**config.mk**
```make
export PLATFORM = sky130hd
export DESIGN_NAME = tick_generator
export DESIGN_NICKNAME = d
export VERILOG_FILES = /design/src/rtl/tick_generator.sv
export SDC_FILE = /design/constraint.sdc
export NUM_CORES = 1
export LEC_CHECK = 0
export ABC_AREA = 0
export BUFFER_PORTS_ARGS = -buffer_cell sky130_fd_sc_hd__buf_4
export CAP_MARGIN = 20
export CORE_MARGIN = 2
export CORE_UTILIZATION = 55
export CTS_BUF_LIST = sky130_fd_sc_hd__clkbuf_4 sky130_fd_sc_hd__clkbuf_8
export DETAILED_ROUTE_END_ITERATION = 8
export GPL_TIMING_DRIVEN = 0
export PLACE_DENSITY = 0.72
export REMOVE_ABC_BUFFERS = 1
export SLEW_MARGIN = 30
export SYNTH_ARGS = -nofsm -noshare
export SYNTH_HDL_FRONTEND = slang
export SYNTH_SLANG_ARGS = --single-unit
```
**constraint.sdc**
```tcl
create_clock -name clkIn -period 6.2 [get_ports clkIn]
set_input_delay 1.24 -clock clkIn [delete_from_list [all_inputs] [get_ports clkIn]]
set_output_delay 1.24 -clock clkIn [all_outputs]
set_load 0.01 [all_outputs]
```
**src/rtl/tick_generator.sv**
```systemverilog
// tick_generator: multi-channel, runtime-reprogrammable clock-enable generator.
// Optional 8-phase one-hot output of channel 0 is built only with `TICK_PHASE_OUT_EN.
module tick_generator #(
  parameter int unsigned CHANNELS    = 4,
  parameter int unsigned CNT_W       = 32,
  parameter int unsigned DIV_DEFAULT = 25175000
) (
  input  logic                clkIn,
  input  logic                rstN,
  input  logic                en,
  input  logic [CHANNELS-1:0] loadDiv,
  input  logic [CNT_W-1:0]    divIn,
  output logic [CHANNELS-1:0] tick,
  output logic [CHANNELS-1:0] clkOut,
  output logic [7:0]          phase
);

  localparam logic [CNT_W-1:0] DIV_RST = CNT_W'(DIV_DEFAULT);
  localparam logic [CNT_W-1:0] ONE     = CNT_W'(1);

  logic [CNT_W-1:0]    cnt    [CHANNELS];
  logic [CNT_W-1:0]    divReg [CHANNELS];
  logic [CNT_W-1:0]    dEff   [CHANNELS];
  logic [CHANNELS-1:0] wrap;
  logic [CHANNELS-1:0] high;

  // Zero divisor behaves as 1; end-of-period and square-wave compares
  always_comb begin
    for (int i = 0; i < CHANNELS; i++) begin
      dEff[i] = (divReg[i] == '0) ? ONE : divReg[i];
      wrap[i] = cnt[i] >= (dEff[i] - ONE);
      high[i] = cnt[i] < (dEff[i] >> 1);
    end
  end

  // Per-channel counter, divisor register and registered outputs
  always_ff @(posedge clkIn) begin
    for (int i = 0; i < CHANNELS; i++) begin
      if (!rstN) begin
        cnt[i]    <= '0;
        divReg[i] <= DIV_RST;
        tick[i]   <= 1'b0;
        clkOut[i] <= 1'b0;
      end else if (loadDiv[i]) begin
        cnt[i]    <= '0;
        divReg[i] <= divIn;
        tick[i]   <= 1'b0;
        clkOut[i] <= 1'b0;
      end else if (en) begin
        cnt[i]    <= wrap[i] ? '0 : cnt[i] + ONE;
        tick[i]   <= wrap[i];
        clkOut[i] <= high[i];
      end else begin
        tick[i]   <= 1'b0;
      end
    end
  end

`ifdef TICK_PHASE_OUT_EN
  localparam int unsigned PW = CNT_W + 4;

  logic [PW-1:0] scaled;
  logic [8:0]    ge;
  logic [7:0]    phaseNext;

  // Octant of channel 0: k with k*d <= 8*cnt < (k+1)*d, bit 7-k set
  always_comb begin
    scaled = {1'b0, cnt[0], 3'b000};
    for (int k = 0; k < 9; k++) begin
      ge[k] = scaled >= (PW'(k) * PW'(dEff[0]));
    end
    for (int k = 0; k < 8; k++) begin
      phaseNext[7-k] = ge[k] & ~ge[k+1];
    end
  end

  // Phase register follows channel 0 load/enable rules
  always_ff @(posedge clkIn) begin
    if (!rstN) begin
      phase <= '0;
    end else if (loadDiv[0]) begin
      phase <= '0;
    end else if (en) begin
      phase <= phaseNext;
    end
  end
`else
  assign phase = 8'b0;
`endif

endmodule

```
== Word level (Yosys, flattened, before mapping) ==
Memories as Yosys holds them, arrays and structs flattened.
Index checks and enable logic that the tools add are counted.

* Memories kept: 2
* Output and inout bits: 16
* Word-level logic and storage cells: 98
* Memory bits (writable): 256
* Input port bits: 39
* Register bits: 8

{| class="wikitable"
|+ Memories
! memory !! depth !! width !! rd ports !! clocked after memory_dff !! wr ports !! RTL line !! RTL
|-
| cnt || 4 || 32 || 4 || 0 || 4 || 21 || <nowiki>logic [CNT_W-1:0] cnt [CHANNELS];</nowiki>
|-
| divReg || 4 || 32 || 4 || 0 || 4 || 22 || <nowiki>logic [CNT_W-1:0] divReg [CHANNELS];</nowiki>
|}

* Muxes and demuxes: 46
* $lt $le $gt $ge: 8
* Reduce and logical (&&, ||, !) cells: 12
* Add/sub/neg operators: 8
* Bitwise logic cells: 14

{| class="wikitable"
|+ Operators by type and width
! cell !! count
|-
| $mux 32 || 20
|-
| $add 32x1->32 const B || 4
|-
| $ge 32x32->1 || 4
|-
| $logic_not 32->1 || 4
|-
| $lt 32x31->1 || 4
|-
| $sub 32x1->32 const B || 4
|-
| $mux 1 || 26
|-
| $or 1x1->1 || 12
|-
| $reduce_or 3->1 || 4
|-
| $reduce_or 2->1 || 4
|-
| $not 1->1 || 2
|}

== Longest topological paths before layout ==
An unclocked memory read counts as a cell.

* Depth in word-level cells: 7
* Mapped depth: 19

== Worst setup path before layout ==
OpenSTA, ideal clock, no wires.

* Path type: register -> register
* From: mem divReg[3][16]
* To: mem cnt[3][23], data pin
* Data arrival time: 4.430 ns
* Stages on the path, launching flop included: 19
* Setup slack: 1.513 ns
* Required time: 5.943 ns
* Library setup time: 0.257 ns
* Path buffers: 1
* Path through: edfxtp_1 > or4_1 > or3_1 > or2_2 > nor2_1 > a21oi_1 > ha_1 > nand3_1 > nor2_1 > nand2_1 > xnor2_1 > ha_1 > and4_1 > and3_1 > or4b_2 > a311o_1 > nand2_1 > buf_2 > nor2_1

{| class="wikitable"
|+ RTL lines
! item !! RTL line
|-
| start, declared || 22
|-
| end, declared || 21
|}

==> summary.txt <==
Outcome
  • Status: complete, no violations

Placement
  • Post-place instance area: 20700 um2
  • Port Buffer Count: 46
  • GP Congestion: 0.886
  • HPWL after DPL: 35.3 mm

Global route
  • Initial antenna violation count: 0
  • First-pass GRT wire length: 76.4 mm
  • Number of global-route vias before repair: 15.0k
  • Tot GR Track Use: 25.0%
  • Largest net degree at the start of global routing: 103
  • Overflow left after global routing: 0

Synthesis
  • Synth cell types: 63
  • Mean Syn Cell Area: 9.63 um2
  • YS warnings: 0
  • Prevailing post-synth register cell: edfxtp_1
  • Proportion of synthesized area in mux cells: 0.0504%
  • Post-synthesis xor/xnor area fraction: 10.0%
  • Dominant cells by area after synthesis: edfxtp_1 39%, ha_1 16%, xnor2_1 6.9%, nor2_1 3.9%, and3_1 3.7%
  • Compound-Gate Fraction of Synth Area: 7.39%
  • Register bit total from synthesis: 264
  • Leading area contributor after synthesis: edfxtp_1
  • Post-Synthesis Cells: 2064
  • Yosys top cell area share: 38.7%
  • Cell area after synthesis: 19900 um2
  • Post-synthesis simple-gate area fraction: 23.0%
  • Main combinational cell family by area after synthesis: simple AND/OR/NAND/NOR gates
  • Register area share after synthesis: 39.5%
  • Synth Area in Adders: 16.1%
  • Number of synthesized flops with an enable pin: 256
  • Most frequent cells after synthesis: 256 x edfxtp_1, 256 x ha_1, 209 x nor2_1
  • Post-synth ARST share: 0%

Min path
  • Hold path cells: 2
  • Worst Hold End: clkOut[0]
  • Worst hold-check path type: flip-flop to flip-flop
  • Worst Hold Launch: clkOut[0]

Floorplan
  • Ports: 55
  • Die area: 37700 um2
  • Core ar.: 35600 um2
  • Initial Util: 55.9%
  • Die extent in x: 194 um
  • Row count: 69
  • Die Y-Extent: 194 um

STA
  • Least-Margin Pin Slew: 919 ps
  • # setup viols final: 0
  • Final min period: 5710 ps
  • FMAX: 175 MHz
  • Clk_skew: 43.7 ps
  • Max_slew headroom: 38.3%
  • RSZ-0062 raised after global routing: no
  • Final max-slew violation count: 0
  • Hold Violations, Final: 0
  • Post-route clock period utilization: 92.1%
  • WHS: 509 ps

Clocking
  • Clk Latency, worst-skew pair: 630 ps
  • Reg clk slew, reported paths: 70 ps
  • Clock root buffer: clkbuf_8
  • Clock sink count: 264
  • CTS buffer count: 45
  • CTS max path bufs: 3
  • Post CTS Setup Buffer Count: 0
  • CTS H-tree lvls: 2
  • CTS tree: yes

Drt
  • Drt drc: 0
  • Vias per inst: 5.96
  • First-pass iteration count of the detailed router: 5
  • WL per Instance: 18.1 um
  • 1st-iter DRT viols: 1032
  • Routed WL: 47.3 mm
  • DR vias: 15.6k
  • ANT nets after route: 0

Cells and area
  • Share of layout cells above drive strength 1: 8.88%
  • Final instance area: 21800 um2
  • Area growth from synthesis to layout: 9.46%
  • N_diodes: 0
  • Layout Utilization: 61.2%
  • Final nets: 2410

Worst setup path
  • CP Cell Sequence: or4_1, or3_1, or2_2, nor2_1, a21oi_1, ha_1, nand3_1, nor2_1, xnor2_1, ha_1, a21oi_1, nand2_1, a221o_1, a2111oi_0, nand2_2, nor2_1
  • Crit path max-delay family: simple AND/OR/NAND/NOR gates
  • Critical Path RT: 6660 ps
  • CP max FO: 31
  • Critical Path Start Type: flip-flop
  • Slowest stage delay, CP: 760 ps
  • Reg2reg setup slack: 490 ps
  • CP max-delay cell: a2111oi_0
  • Critical R2R Launch: divReg[3][16]
  • R2r worst-path depth: 16
  • Cell mode on critical path: nor2_1
  • CP bufs+invs: 0
  • Capturing point of the worst reg2reg path: cnt[3][10]
  • CP Capture Type: flip-flop
  • Crit Path Class: flip-flop to flip-flop
  • CP arrival: 6170 ps

Pwr
  • Maximum vdd drop: 293 uV
  • Power Dens Cells: 224 nW/um2
  • Leakage power: 8.96 nW

Run
  • Max-Cap Viols: 0
==> sequential cells by signal, summed over array words and instances (netlist names) <==
signal,cells
cnt,128
divReg,128
clkOut,4
tick,4
==> power by group <==
group	switching [mW]	internal [mW]
Sequential	0.152	2.08
Clock	0.795	1.14
Combinational	0.413	0.297
==> worst max-delay path by stage <==
stage          cells after the start          start         end  slack (ps)
3_5_place_dp                      15   divReg[3][5]  cnt[3][10]      -0.004
3_3_place_gp                      15   divReg[3][5]  cnt[3][19]          30
2_1_floorplan                     17  divReg[3][16]  cnt[3][10]        1210
6_report                          16  divReg[3][16]  cnt[3][10]         490
4_1_cts                           15   divReg[3][5]  cnt[3][10]         170
5_1_grt                           16   divReg[3][5]  cnt[3][17]           4
==> kinds of logic (layout without fill, tap and decap cells) <==
family,after synthesis,after routing
xor+xnor,227,227
mux,1,1
other cells,1,8
simple gates,884,884
buf+inv,199,279
compound gates,232,232
fa+ha+maj,256,256
flops,264,264
==> worst reg2reg max path, stage by stage (launching register included) <==
cell       delay (ps)
edfxtp_1          460
or4_1             590
or3_1             370
or2_2             350
nor2_1            170
a21oi_1           120
ha_1              290
nand3_1           390
nor2_1            200
xnor2_1           170
ha_1              310
a21oi_1           160
nand2_1            80
a221o_1           340
a2111oi_0         760
nand2_2           560
nor2_1            240
==> what timing repair did <==
item                                    CTS  global route
resized for setup                         1             2
endpoints found under the setup margin   17            43
pin swaps                                 0             2
hold buffers                              0             0
gates cloned                              0             0
==> per-layer routing <==
layer	vias to the layer above	wire length (um)	track usage (%)
met4	0	1750	10.0
met2	408	21600	40.1
li1	7639	-	-
met1	7414	21700	34.3
met3	98	2280	3.57
met5	-	0	0
==> layout by cell type, fill, tap and decap left out, drive strengths merged, types with 5 or more instances in the layout <==
cell type,synthesis,routed
conb,1,8
a2111oi,11,11
a221o,7,7
or3,13,13
nor3,96,96
nand2b,14,14
xor2,71,71
nand2,133,133
o21a,15,15
nor2,210,210
clkbuf,37,49
or4,12,12
dfxtp,8,8
a211oi,9,9
o21ai,51,51
xnor2,156,156
a21oi,80,80
nor4,37,37
and3,118,118
edfxtp,256,256
and2,5,5
buf,13,47
or2,44,44
bufinv,0,10
a31oi,5,5
ha,256,256
inv,149,150
nand4,71,71
clkinv,0,21
and4,18,18
a21o,21,21
nand3,99,99
o211ai,5,5
==> area by class of cell <==
class	count	area (um2)
clock inverter	34	432
multi-input combinational	1608	11300
tap	461	577
sequential	264	7850
fill	3005	13800
clock buffer	49	656
timing repair buffer	47	373
inverter	149	559
==> metrics by stage <==
| step | cells | total power [mW] | setup TNS (ps) | setup slack (ps) |
|---|---|---|---|---|
| floorplan | 2021 | 2.71 | 0 | 1210 |
| global placement | 2528 | 2.92 | 0 | 30.2 |
| detailed placement | 2529 | 2.96 | -0.00355 | -0.00355 |
| CTS | 2612 | 4.90 | 0 | 167 |
| global route | 2612 | 5.09 | 0 | 4.11 |
| finish | 2612 | 4.88 | 0 | 489 |
No activity file was read; power rests on OpenSTA's default activity.
